===== config.mk =====
export PLATFORM = sky130hd
export DESIGN_NAME = rio_uart_tx
export DESIGN_NICKNAME = d
export VERILOG_FILES = /design/src/rtl/rio_uart_tx.sv
export SDC_FILE = /design/constraint.sdc
export NUM_CORES = 1
export LEC_CHECK = 0
export ABC_AREA = 1
export ABC_CLOCK_PERIOD_IN_PS = 2900
export BUFFER_PORTS_ARGS = -buffer_cell sky130_fd_sc_hd__buf_2
export CAP_MARGIN = 15
export CORE_MARGIN = 2
export CORE_UTILIZATION = 64
export CTS_CLUSTER_DIAMETER = 120
export CTS_CLUSTER_SIZE = 10
export DETAILED_ROUTE_END_ITERATION = 8
export MAX_ROUTING_LAYER = met4
export PLACE_DENSITY = 0.84
export SYNTH_ARGS = -nofsm -noshare
export SYNTH_HDL_FRONTEND = slang
export SYNTH_SLANG_ARGS = --single-unit

===== constraint.sdc =====
create_clock -name clk -period 2.9 [get_ports clk]
set_input_delay 0.145 -clock clk [delete_from_list [all_inputs] [get_ports clk]]
set_output_delay 0.145 -clock clk [all_outputs]
set_load 0.01 [all_outputs]

===== src/rtl/rio_uart_tx.sv =====
// 8N1 UART transmitter for the CPU's register I/O output port.
// A small byte FIFO absorbs write bursts; dropped writes raise a sticky overflow flag.
module rio_uart_tx #(
    parameter int CLKS_PER_BIT = 234,
    parameter int FIFO_DEPTH   = 4
) (
    input  logic       clk,
    input  logic       reset,
    input  logic       wr_en,
    input  logic [7:0] wr_data,
    input  logic       ovf_clr,
    output logic       tx,
    output logic       busy,
    output logic       full,
    output logic       overflow
);
    localparam int AW = $clog2(FIFO_DEPTH);
    localparam int CW = AW + 1;
    localparam int BW = $clog2(CLKS_PER_BIT);
    localparam logic [CW-1:0] DEPTH_C   = CW'(FIFO_DEPTH);
    localparam logic [BW-1:0] BAUD_LAST = BW'(CLKS_PER_BIT - 1);

    typedef enum logic [1:0] {IDLE, START, DATA, STOP} state_t;

    logic [FIFO_DEPTH-1:0][7:0] mem;
    logic [AW-1:0] wr_ptr, rd_ptr;
    logic [CW-1:0] count;
    logic          push, pop;

    state_t        state, state_nxt;
    logic [BW-1:0] baud_cnt, baud_nxt;
    logic [2:0]    bit_idx, bit_nxt;
    logic [7:0]    shift, shift_nxt;
    logic          tx_nxt;
    logic          baud_end;

    // full is taken from the pre-edge count, so a concurrent pop never rescues a push
    assign full = (count == DEPTH_C);
    assign push = wr_en & ~full;
    assign busy = (state != IDLE) | (count != '0);

    always_ff @(posedge clk) begin
        if (push) mem[wr_ptr] <= wr_data;
    end

    always_ff @(posedge clk or posedge reset) begin
        if (reset) begin
            wr_ptr   <= '0;
            rd_ptr   <= '0;
            count    <= '0;
            overflow <= 1'b0;
        end else begin
            if (push) wr_ptr <= wr_ptr + AW'(1);
            if (pop)  rd_ptr <= rd_ptr + AW'(1);
            case ({push, pop})
                2'b10:   count <= count + CW'(1);
                2'b01:   count <= count - CW'(1);
                default: count <= count;
            endcase
            if (wr_en && full) overflow <= 1'b1;
            else if (ovf_clr)  overflow <= 1'b0;
        end
    end

    assign baud_end = (baud_cnt == BAUD_LAST);

    always_ff @(posedge clk or posedge reset) begin
        if (reset) begin
            state    <= IDLE;
            baud_cnt <= '0;
            bit_idx  <= '0;
            shift    <= '0;
            tx       <= 1'b1;
        end else begin
            state    <= state_nxt;
            baud_cnt <= baud_nxt;
            bit_idx  <= bit_nxt;
            shift    <= shift_nxt;
            tx       <= tx_nxt;
        end
    end

    always_comb begin
        state_nxt = state;
        baud_nxt  = baud_cnt;
        bit_nxt   = bit_idx;
        shift_nxt = shift;
        pop       = 1'b0;
        case (state)
            IDLE: begin
                if (count != '0) begin
                    pop       = 1'b1;
                    shift_nxt = mem[rd_ptr];
                    baud_nxt  = '0;
                    state_nxt = START;
                end
            end
            START: begin
                if (baud_end) begin
                    baud_nxt  = '0;
                    bit_nxt   = '0;
                    state_nxt = DATA;
                end else begin
                    baud_nxt = baud_cnt + BW'(1);
                end
            end
            DATA: begin
                if (baud_end) begin
                    baud_nxt  = '0;
                    shift_nxt = {1'b0, shift[7:1]};
                    bit_nxt   = bit_idx + 3'd1;
                    if (bit_idx == 3'd7) state_nxt = STOP;
                end else begin
                    baud_nxt = baud_cnt + BW'(1);
                end
            end
            STOP: begin
                if (baud_end) begin
                    baud_nxt  = '0;
                    state_nxt = IDLE;
                end else begin
                    baud_nxt = baud_cnt + BW'(1);
                end
            end
            default: state_nxt = IDLE;
        endcase
    end

    // tx is registered from the next state so the line changes on the same edge as the FSM
    always_comb begin
        tx_nxt = 1'b1;
        case (state_nxt)
            START:   tx_nxt = 1'b0;
            DATA:    tx_nxt = shift_nxt[0];
            default: tx_nxt = 1'b1;
        endcase
    end
endmodule


==> impl_metrics.tcl, run 1 <==
set metrics [dict create \
    cts_tree "done" \
    peakVddDrop_v 0.000670 \
    grt_start_max_net_pins 31 \
    hold_vio_cnt_final 0 \
    yosys_warnings 0 \
    largest_buffer_count_on_any_clock_path 2 \
    finalWorstSetupSlack_ns 0.900 \
    number_of_global_route_vias_before_repair 1871 \
    first_pass_grt_wire_length_um 8310 \
    top_cell_type_s_share_of_synthesized_area_pct 33.8 \
    p_leak_uw 0.00147 \
    floorplan.initialDensity_pct 65.7 \
    wl_per_cell_um 14.1 \
    ys.flop_type "sky130_fd_sc_hd__edfxtp_1" \
    crit_required_ns 3.17 \
    post_synth_num_cell_types 28 \
    antennaDiodeCount 0 \
    overflow 0 \
    ys_top_cells_by_count "55 x sky130_fd_sc_hd__nand2_1, 32 x sky130_fd_sc_hd__edfxtp_1, 31 x sky130_fd_sc_hd__inv_1, 29 x sky130_fd_sc_hd__dfrtp_1, 27 x sky130_fd_sc_hd__nor2_1" \
    synth_fp_nets 293 \
    syn-instance-count 271 \
    numCtsBuffers 9 \
    synthArstFlopShare_pct 48.4 \
    area_inside_the_core_boundary_mm2 0.00432 \
    yosys.area.top_type "sky130_fd_sc_hd__edfxtp_1" \
    maxClockFrequency_mhz 500 \
    clk-insertion-delay-late_ns 0.34 \
    regArea_mm2 0.00171 \
    cap_viol_max_count 0 \
    worstSetupEndpointType "flop" \
    grtUsageTotal_pct 22.9 \
    fp.dieW_um 70.6 \
    run_status "finished, final reports clean" \
    gpl.final_weighted_congestion 0.830 \
    cts-htree-levels 3 \
    placement_rows 24 \
    synth_seq_cells 62 \
    clock-sinks 62 \
    clock_tree.root_cell "sky130_fd_sc_hd__clkbuf_8" \
    finalSetupTns_ns 0 \
    synthMostInstantiatedCell "sky130_fd_sc_hd__nand2_1" \
    die_y_um 70.6 \
    number_of_setup_buffers_added_after_cts 0 \
    dpl.cell_count 335 \
    worstPathMaxFanout 10 \
    drc_errors 0 \
    layout.cells.non_filler 355 \
    antenna_found_initial 0 \
    r2r-start "state[1]$_DFF_PP0_" \
    totalWireLength_um 5020 \
    final_period_util_pct 69.0 \
    routed-via-count 1914 \
    max-slew-margin-rel_pct 44.0 \
    buffer_ports.inserted 15 \
    worst_setup_hold_path_clk_slew_ns 0.08 \
    multi_input_comb_area_um2 970 \
    critPathLaunchType "flop" \
    detailedRoute.firstPassIterationCount 4 \
    worstMarginPinSlew_ns 0.836 \
    final_worst_path_period_need_ns 2.00 \
    design.portCount 16 \
    postCtsHoldBufs 2 \
    final_antenna_net_count 0 \
    rrSetupSlack_ns 0.90 \
    crit_path_category "flop to flop" \
    post-route-util_pct 74.1 \
    place_ws_ns 0.913 \
    setup.worst_path.start "state[1]$_DFF_PP0_" \
    layout.nets 320 \
    drt_iter0_markers 138 \
    cell_types_occupying_the_most_area_after_synthesis "sky130_fd_sc_hd__edfxtp_1 34%, sky130_fd_sc_hd__dfrtp_1 26%, sky130_fd_sc_hd__nand2_1 7.3%" \
    worst_setup_path_endpoint "count[2]$_DFFE_PP0P_" \
    avgSynthCellArea_um2 10.5 \
    final_layout_size_suffix_gt1_share_pct 19.1 \
    rr_worst_depth 10 \
    fin_total_pwr_uw 2110 \
    rsz0062_at_grt "no" \
    dieArea_mm2 0.00499 \
    timing.final.max_slew_violations 0 \
    synth_enable_flop_cells 32 \
    regToRegEndpoint "count[2]$_DFFE_PP0P_" \
    via_density_per_instance 5.39 \
    power_per_cell_area_mw_per_mm2 658 \
    syn_to_final_growth_pct 12.7 \
    class_of_the_most_critical_hold_timing_path "input port to flop" \
    detailedPlacementHpwl_um 3290 \
    worstPathArrival_ns 2.27 \
    fin_worst_skew_ns 0.00976 \
    finalSetupViolations 0 \
    post_syn_area_mm2 0.00284 \
    cts_resized 0 \
    synth-seq-area-share_pct 60.3 \
    fillCellCount 308 \
]
## cell families after synthesis
kind of cell / after synthesis / synth area share, %
buffers and inverters: 40 / 5.63
adder cells (fa/ha/maj): 10 / 4.67
AO/OA/AOI/OAI: 36 / 7.17
AND/OR/NAND/NOR: 114 / 19.5
flip-flops: 62 / 60.3
XOR/XNOR: 9 / 2.77
## final cells by class
class	count	area share (%)
Inverter	36	4.30
Clock inverter	7	1.72
Tap cell	52	2.03
Multi-Input combinational cell	169	30.3
Sequential cell	62	53.5
Timing Repair Buffer	20	4.37
Clock buffer	9	3.87
## metrics by stage
stage          instance area (um^2)  hold WS, ns
6_report                       3200       0.0174
2_1_floorplan                  2840        0.235
4_1_cts                        3170     0.000220
3_5_place_dp                   2970        0.343
3_3_place_gp                   2970        0.338
5_1_grt                        3200      0.00284
## cells in the final DEF, fill, tap and decap left out, drive strengths merged, types with 4 or more instances in the layout
cell,n
nand2,62
edfxtp,32
xnor2,4
clkbuf,9
inv,40
xor2,5
o21ai,20
dfrtp,29
nand3,17
o22ai,11
nor2,32
ha,9
buf,17
## worst min path at each step
stage                    start                       to  slack, ns  cells after the start
global placement       ovf_clr     overflow$_DFFE_PP0P_       0.34                      2
floorplan                reset  baud_cnt[0]$_DFFE_PP0P_       0.24                      1
finish              wr_data[2]        mem[26]$_DFFE_PP_       0.02                      1
detailed placement     ovf_clr     overflow$_DFFE_PP0P_       0.34                      2
global route        wr_data[7]        mem[15]$_DFFE_PP_      0.003                      1
CTS                 wr_data[2]        mem[26]$_DFFE_PP_     0.0002                      1
## power by group
part	leakage, uW	total, uW	switching (uW)	internal, uW
Sequential	0.000657	1120	50.7	1070
Clock	0.0000870	685	366	320
Combinational	0.000728	305	203	102
Total	0.00147	2110	620	1490
## flip-flops by register name (all words and copies together) (netlist names)
name,cells
mem,32
baud_cnt,8
shift,8
bit_idx,3
count,3
rd_ptr,2
state,2
wr_ptr,2
overflow,1
tx,1
## critical path: stages, from the launching register on
cell	delay [ns]
sky130_fd_sc_hd__dfrtp_1	0.47
sky130_fd_sc_hd__nor2_4	0.21
sky130_fd_sc_hd__nand2_4	0.09
sky130_fd_sc_hd__inv_2	0.15
sky130_fd_sc_hd__ha_1	0.17
sky130_fd_sc_hd__inv_1	0.07
sky130_fd_sc_hd__fa_1	0.38
sky130_fd_sc_hd__nor2_1	0.13
sky130_fd_sc_hd__nor2_1	0.05
sky130_fd_sc_hd__nand2_1	0.07
sky130_fd_sc_hd__xor2_1	0.14
## per-layer routing
layer	track usage [%]	part of all wire, %
met1	26.3	44
met2	36.8	50
met3	7.83	4.0
met4	10.3	2.0
met5	-	0
Note: power is estimated with default switching activity, not from simulation.
==> run 2, diff against run 1 <==
==> config.mk (replaced) <==
export PLATFORM = sky130hd
export DESIGN_NAME = rio_uart_tx
export DESIGN_NICKNAME = d
export VERILOG_FILES = /design/src/rtl/rio_uart_tx.sv
export SDC_FILE = /design/constraint.sdc
export NUM_CORES = 1
export LEC_CHECK = 0
export ABC_AREA = 0
export ABC_CLOCK_PERIOD_IN_PS = 1600
export BUFFER_PORTS_ARGS = -buffer_cell sky130_fd_sc_hd__buf_2
export CAP_MARGIN = 15
export CORE_MARGIN = 2
export CORE_UTILIZATION = 54
export CTS_CLUSTER_DIAMETER = 120
export CTS_CLUSTER_SIZE = 10
export DETAILED_ROUTE_END_ITERATION = 8
export MAX_ROUTING_LAYER = met4
export PLACE_DENSITY = 0.76
export SYNTH_ARGS = -nofsm -noshare
export SYNTH_HDL_FRONTEND = slang
export SYNTH_SLANG_ARGS = --single-unit
==> constraint.sdc (replaced) <==
create_clock -name clk -period 1.6 [get_ports clk]
set_input_delay 0.08 -clock clk [delete_from_list [all_inputs] [get_ports clk]]
set_output_delay 0.08 -clock clk [all_outputs]
set_load 0.01 [all_outputs]
==> run 2 against run 1 <==
  * The flow now finishes with violations (hold timing, setup timing)
  * Fmax increased by 8.2%
  * Critical endpoint unchanged
  * Worst hold slack got worse by 0.052 ns
  * Cell count fell by 1.4%
  * Sequential share of layout area fell by 6.2 points
  * Clock-buffer cell count up 1
  * Highest routed layer unchanged
  * First-iteration DRC count down 12%
  * Non-clock buffer count is 46 higher
  * Critical path depth did not move
  * Via count decreased by 3.3%
  * Combinational power rose to 6.1 times the previous value
==> impl_metrics.tcl, run 2 <==
set metrics [dict create \
    final_worst_path_period_need_ns 1.85 \
    timing.critical_path.max_delay_family "adder cells" \
    synthMostInstantiatedCell "sky130_fd_sc_hd__edfxtp_1" \
    syn-instance-count 205 \
    class_of_the_most_critical_hold_timing_path "input port to flop" \
    via_density_per_instance 5.29 \
    fillCellCount 337 \
    path_common_cell "sky130_fd_sc_hd__inv_2" \
    layout.cells.non_filler 350 \
    worstHoldPathCells 3 \
    power_frac_seq_pct 43.3 \
    ys.flop_type "sky130_fd_sc_hd__edfxtp_1" \
    final_antenna_net_count 0 \
    largest_reg_flops 32 \
    final_common_cell "sky130_fd_sc_hd__buf_4" \
    final_layout_size_suffix_gt1_share_pct 37.9 \
    routed-via-count 1851 \
    gpl.final_weighted_congestion 0.862 \
    grtUsageTotal_pct 19.8 \
    grt_start_max_net_pins 31 \
    buffer_ports.inserted 15 \
    internal_power_uw 3900 \
    finalSetupViolations 4 \
    placement_rows 26 \
    worstPathBufferInverterCount 3 \
    top_cell_type_s_share_of_synthesized_area_pct 33.9 \
    maxClockFrequency_mhz 541 \
    post_synth_num_cell_types 46 \
    overflow 0 \
    biggestRegsByFlops "mem x32, baud_cnt x8, shift x8" \
    cts-htree-levels 3 \
    numCtsBuffers 9 \
    hold_vio_cnt_final 1 \
    run_status "complete, but fails checks" \
    drt_iter0_markers 122 \
    detailedPlacementHpwl_um 3410 \
    p_leak_uw 0.00155 \
    totalWireLength_um 5240 \
    critPathLaunchType "flop" \
    synth_enable_flop_cells 32 \
    worstSetupPathDepth 10 \
    p_sw_uw 1720 \
    wl_per_cell_um 15.0 \
    worstPathMaxFanout 3 \
    finalWorstSetupSlack_ns -0.249 \
    die_y_um 76.5 \
    first_pass_grt_wire_length_um 8560 \
    avgSynthCellArea_um2 13.8 \
    post_syn_area_mm2 0.00284 \
    crit_path_category "flop to flop" \
    power_frac_comb_pct 33.0 \
    critical-path-slowest-cell "sky130_fd_sc_hd__dfrtp_1" \
    timing.final.max_slew_violations 0 \
    crit_required_ns 1.85 \
    antenna_found_initial 0 \
    clock-sinks 62 \
    fin_worst_skew_ns 0.0121 \
    synth_fp_nets 227 \
    drc_errors 0 \
    floorplan.initialDensity_pct 55.9 \
    clock_power_share_pct 23.6 \
    clock_tree.root_cell "sky130_fd_sc_hd__clkbuf_8" \
    regMostFlops "mem" \
    max_stage_delay_ns 0.41 \
    synthArstFlopShare_pct 48.4 \
    syn_to_final_growth_pct 27.9 \
    largest_buffer_count_on_any_clock_path 2 \
    max-slew-margin-rel_pct 71.5 \
    area_inside_the_core_boundary_mm2 0.00507 \
    rr_worst_depth 10 \
    clk-insertion-delay-late_ns 0.34 \
    worstSetupEndpointType "flop" \
    yosys_warnings 0 \
    yosys.area.top_type "sky130_fd_sc_hd__edfxtp_1" \
    failed_checks "hold timing, setup timing" \
    dieArea_mm2 0.00585 \
    rsz0062_at_grt "yes" \
    placed_standard_cell_area_mm2 0.00323 \
    cts_tree "done" \
    ys_top_cells_by_count "32 x sky130_fd_sc_hd__edfxtp_1, 29 x sky130_fd_sc_hd__dfrtp_1, 16 x sky130_fd_sc_hd__o21ai_0, 15 x sky130_fd_sc_hd__nand2_1, 11 x sky130_fd_sc_hd__inv_1" \
    cell_types_occupying_the_most_area_after_synthesis "sky130_fd_sc_hd__edfxtp_1 34%, sky130_fd_sc_hd__dfrtp_1 26%, sky130_fd_sc_hd__mux4_2 6.3%" \
    dpl.cell_count 315 \
    design.portCount 16 \
    worstMarginPinSlew_ns 0.423 \
    layout.nets 297 \
    layout.cell_area.non_filler_mm2 0.00363 \
    swShare_pct 30.6 \
    worstPathArrival_ns 2.10 \
    fp.dieW_um 76.5 \
    cap_viol_max_count 0 \
    number_of_global_route_vias_before_repair 1862 \
    post-route-util_pct 71.5 \
    worst_setup_hold_path_clk_slew_ns 0.07 \
    detailedRoute.firstPassIterationCount 4 \
    layout.cells.most_common_list "37 x sky130_fd_sc_hd__buf_4, 32 x sky130_fd_sc_hd__edfxtp_1, 28 x sky130_fd_sc_hd__dfrtp_1" \
    hold_slack_ns -0.0344 \
    antennaDiodeCount 0 \
    synth-seq-area-share_pct 60.4 \
    timing.critical_path.cells "inv_2, and3_4, nor2b_2, inv_2, ha_4, inv_2, fa_2, xor2_1, nor2_1, xor2_1" \
    final_period_util_pct 116 \
    peakVddDrop_v 0.00106 \
    synth_seq_cells 62 \
    power_per_cell_area_mw_per_mm2 1550 \
]
==> run 2: kinds of logic after synthesis <==
| group | share of synthesized area, % |
|---|---|
| flops | 60.4 |
| compound gates | 12.2 |
| simple gates | 10.4 |
| buf+inv | 3.13 |
| fa+ha+maj | 4.67 |
| mux | 6.75 |
| xor+xnor | 2.47 |
==> run 2: repair_timing <==
item                                   4_1_cts  5_1_grt
hold buffers                                11        0
pin swaps                                    7       11
setup buffers                                5        7
endpoints found under the hold margin       62        0
gates resized for setup                      5       14
setup endpoints to repair                    3       22
==> run 2: power by group through the flow <==
| stage | clock, uW | combinational [uW] | sequential [uW] |
|---|---|---|---|
| global route | 1440 | 2030 | 2490 |
| detailed placement | 0 | 1640 | 2440 |
| finish | 1330 | 1860 | 2440 |
| global placement | 0 | 1590 | 2420 |
| floorplan | 0 | 1100 | 2360 |
| CTS | 1350 | 1740 | 2420 |
==> run 2: final timing paths <==
check | from | endpoint | slack (ns)
min | wr_en | overflow$_DFFE_PP0P_ | -0.03
max | count[0]$_DFFE_PP0P_ | count[2]$_DFFE_PP0P_ | -0.25
min reg2reg | shift[4]$_DFFE_PP0P_ | shift[4]$_DFFE_PP0P_ | 0.48
max in group asynchronous | reset | tx$_DFF_PP1_ | 0.91
min in group asynchronous | reset | rd_ptr[1]$_DFFE_PP0P_ | 0.37
max reg2reg | count[0]$_DFFE_PP0P_ | count[2]$_DFFE_PP0P_ | -0.25
==> run 2: routing by layer <==
layer	vias up	GRT usage [%]	part of all wire, %
met3	12	5.09	3.5
li1	906	-	-
met2	40	30.4	48
met1	893	24.7	46
met4	0	9.82	2.3
met5	-	-	0
==> run 2: cell type report <==
cell class	instances	area [um^2]	share of cell area (%)
flip-flops and latches	62	1710	47.2
multi-input cells	124	1080	29.8
repair buffers	66	507	14.0
clock buffers	10	128	3.52
well taps	70	87.6	2.41
clock inverters	6	63.8	1.76
inverters	12	47.5	1.31
==> run 2: worst register-to-register path, delay by kind of cell, from the launching register on <==
kind	cells	cell delay [ns]
buffers and inverters	3	0.16
adder cells (fa/ha/maj)	2	0.46
AND/OR/NAND/NOR	3	0.37
XOR/XNOR	2	0.35
flip-flops	1	0.41
==> run 2: metrics by stage <==
stage	setup WS [ns]	power, uW	TNS [ns]
floorplan	-0.279	3460	-0.539
detailed placement	-0.267	4080	-0.433
finish	-0.249	5620	-0.600
CTS	-0.206	5500	-0.851
global placement	-0.189	4010	-0.293
global route	-0.327	5960	-1.23
==> run 3, diff against run 2 <==
--- a/config.mk
+++ b/config.mk
@@ -6,16 +6,16 @@
 export NUM_CORES = 1
 export LEC_CHECK = 0
 export ABC_AREA = 0
-export ABC_CLOCK_PERIOD_IN_PS = 1600
+export ABC_CLOCK_PERIOD_IN_PS = 2220
 export BUFFER_PORTS_ARGS = -buffer_cell sky130_fd_sc_hd__buf_2
 export CAP_MARGIN = 15
 export CORE_MARGIN = 2
-export CORE_UTILIZATION = 54
+export CORE_UTILIZATION = 64
 export CTS_CLUSTER_DIAMETER = 120
 export CTS_CLUSTER_SIZE = 10
 export DETAILED_ROUTE_END_ITERATION = 8
 export MAX_ROUTING_LAYER = met4
-export PLACE_DENSITY = 0.76
+export PLACE_DENSITY = 0.84
 export SYNTH_ARGS = -nofsm -noshare
 export SYNTH_HDL_FRONTEND = slang
 export SYNTH_SLANG_ARGS = --single-unit
==> constraint.sdc (replaced) <==
create_clock -name clk -period 2.22 [get_ports clk]
set_input_delay 0.111 -clock clk [delete_from_list [all_inputs] [get_ports clk]]
set_output_delay 0.111 -clock clk [all_outputs]
set_load 0.01 [all_outputs]
==> run 3 against run 2 <==
  * The run now ends clean
  * Via count fell by 0.76%
  * Combinational power down 47%
  * Power decreased by 32%
  * Critical path depth is 1 lower
  * Cell count decreased by 15%
  * Sequential power decreased by 27%
  * Sequential share of layout area is 4.9 points higher
  * First-iteration DRC count up 53%
  * Worst hold slack improved by 0.30 ns
  * Die area shrank 15%
  * Critical endpoint unchanged
  * Register-to-register slack improved by 0.40 ns
  * Global-route usage up 6.5 points
==> impl_metrics.tcl, run 3 (synthesis results as in run 2) <==
set metrics [dict create \
    final_layout_size_suffix_gt1_share_pct 21.6 \
    floorplan.initialDensity_pct 65.6 \
    drt_iter0_markers 187 \
    regMostFlops "mem" \
    worstSetupEndpointType "flop" \
    fin_total_pwr_uw 3820 \
    postCtsHoldBufs 11 \
    detailedPlacementHpwl_um 3500 \
    drc_errors 0 \
    p_sw_uw 1170 \
    max-slew-margin-rel_pct 66.1 \
    clock_power_share_pct 27.3 \
    rrSetupSlack_ns 0.15 \
    maxClockFrequency_mhz 484 \
    timing.final.max_slew_violations 0 \
    layout.cells.most_common_list "32 x sky130_fd_sc_hd__edfxtp_1, 29 x sky130_fd_sc_hd__dfrtp_1, 16 x sky130_fd_sc_hd__o21ai_0" \
    clock-sinks 62 \
    number_of_setup_buffers_added_after_cts 0 \
    placed_standard_cell_area_mm2 0.00297 \
    dieArea_mm2 0.00498 \
    multi_input_comb_area_mm2 0.00104 \
    power_per_cell_area_mw_per_mm2 1160 \
    antennaDiodeCount 0 \
    detailedRoute.firstPassIterationCount 4 \
    first_pass_grt_wire_length_um 9320 \
    crit_required_ns 2.48 \
    totalWireLength_um 5440 \
    cap_viol_max_count 0 \
    fin_worst_skew_ns 0.00760 \
    worstPathMaxFanout 11 \
    placement_rows 24 \
    via_density_per_instance 6.19 \
    biggestRegsByFlops "mem x32, baud_cnt x8, shift x8" \
    wl_per_cell_um 18.3 \
    regArea_mm2 0.00171 \
    hold_vio_cnt_final 0 \
    run_status "finished, final reports clean" \
    dpl.cell_count 270 \
    gpl.final_weighted_congestion 0.849 \
    cts-htree-levels 3 \
    area_inside_the_core_boundary_mm2 0.00432 \
    fillCellCount 244 \
    layout.cell_area.non_filler_mm2 0.00329 \
    p_leak_uw 0.00138 \
    number_of_global_route_vias_before_repair 1836 \
    rsz0062_at_grt "no" \
    clk-insertion-delay-late_ns 0.35 \
    routed-via-count 1837 \
    final_common_cell "sky130_fd_sc_hd__edfxtp_1" \
    finalSetupViolations 0 \
    power_frac_seq_pct 46.9 \
    fp.dieW_um 70.6 \
    final_period_util_pct 93.1 \
    design.portCount 16 \
    overflow 0 \
    grt_start_max_net_pins 31 \
    buffer_ports.inserted 15 \
    swShare_pct 30.6 \
    class_of_the_most_critical_hold_timing_path "input port to flop" \
    numCtsBuffers 9 \
    layout.cells.non_filler 297 \
    finalSetupTns_ns 0 \
    layout.nets 262 \
    largest_reg_flops 32 \
    cts_resized 0 \
    worstMarginPinSlew_ns 0.509 \
    final_antenna_net_count 0 \
    grtUsageTotal_pct 26.3 \
    antenna_found_initial 0 \
    internal_power_uw 2650 \
    final_worst_path_period_need_ns 2.07 \
    peakVddDrop_v 0.000766 \
    cts_tree "done" \
    clock_tree.root_cell "sky130_fd_sc_hd__clkbuf_8" \
    critPathLaunchType "flop" \
    power_frac_comb_pct 25.8 \
    worst_setup_hold_path_clk_slew_ns 0.07 \
    die_y_um 70.6 \
    largest_buffer_count_on_any_clock_path 2 \
    syn_to_final_growth_pct 15.9 \
    worstPathArrival_ns 2.33 \
    crit_path_category "flop to flop" \
]
[run 3: cell types whose count changed in the layout (fill, tap and decap cells not counted), sizes merged]
cell / change
clkinv: +1
clkinvlp: -2
buf: -36
dlygate4sd3: +1
bufinv: +1
[run 3: critical path: stages, from the launching register on]
cell and delay, ns:
sky130_fd_sc_hd__dfrtp_1 0.41, sky130_fd_sc_hd__nor2_4 0.21, sky130_fd_sc_hd__nand2_4 0.10, sky130_fd_sc_hd__inv_4 0.13, sky130_fd_sc_hd__ha_1 0.19, sky130_fd_sc_hd__inv_1 0.06, sky130_fd_sc_hd__fa_1 0.38, sky130_fd_sc_hd__xor2_1 0.17
sky130_fd_sc_hd__nor2_1 0.15, sky130_fd_sc_hd__xor2_1 0.18
[run 3: area by class of cell]
| type | instances | area share [%] |
|---|---|---|
| repair buffers | 31 | 6.77 |
| flip-flops and latches | 62 | 52.1 |
| clock inverters | 6 | 2.32 |
| clock buffers | 10 | 3.88 |
| inverters | 12 | 1.45 |
| multi-input cells | 124 | 31.5 |
| well taps | 52 | 1.98 |
[run 3: path summary, 6_finish.rpt]
kind / end / cells after the start / from
worst max-delay path: count[2]$_DFFE_PP0P_ / 9 / state[1]$_DFF_PP0_
worst min-delay path: wr_ptr[0]$_DFFE_PP0P_ / 4 / wr_en
worst max register to register: count[2]$_DFFE_PP0P_ / 9 / state[1]$_DFF_PP0_
worst min register to register: shift[1]$_DFFE_PP0P_ / 1 / shift[1]$_DFFE_PP0P_
max in group asynchronous: tx$_DFF_PP1_ / 4 / reset
min in group asynchronous: baud_cnt[1]$_DFFE_PP0P_ / 4 / reset
[run 3: metal layers]
| layer | track usage [%] | wire length [um] | vias to the layer above |
|---|---|---|---|
| met2 | 40.7 | 2790 | 70 |
| met1 | 34.5 | 2250 | 920 |
| met3 | 8.12 | 329 | 10 |
| met5 | - | 0 | - |
| met4 | 7.34 | 78 | 0 |
| li1 | - | - | 837 |
[run 3: power by group through the flow]
| stage | Combinational [uW] | Sequential (uW) | Clock (uW) |
|---|---|---|---|
| 2_1_floorplan | 771 | 1700 | 0 |
| 3_3_place_gp | 906 | 1780 | 0 |
| 3_5_place_dp | 958 | 1810 | 0 |
| 4_1_cts | 999 | 1790 | 1050 |
| 5_1_grt | 1100 | 1830 | 1100 |
| 6_report | 987 | 1790 | 1040 |
[run 3: stage by stage]
step	util, %	setup slack, ns	hold slack (ns)
2_1_floorplan	-	0.257	0.201
3_3_place_gp	68.8	0.317	0.202
3_5_place_dp	68.8	0.179	0.208
4_1_cts	76.0	0.193	0.256
5_1_grt	76.0	0.0712	0.290
6_report	76.0	0.153	0.262
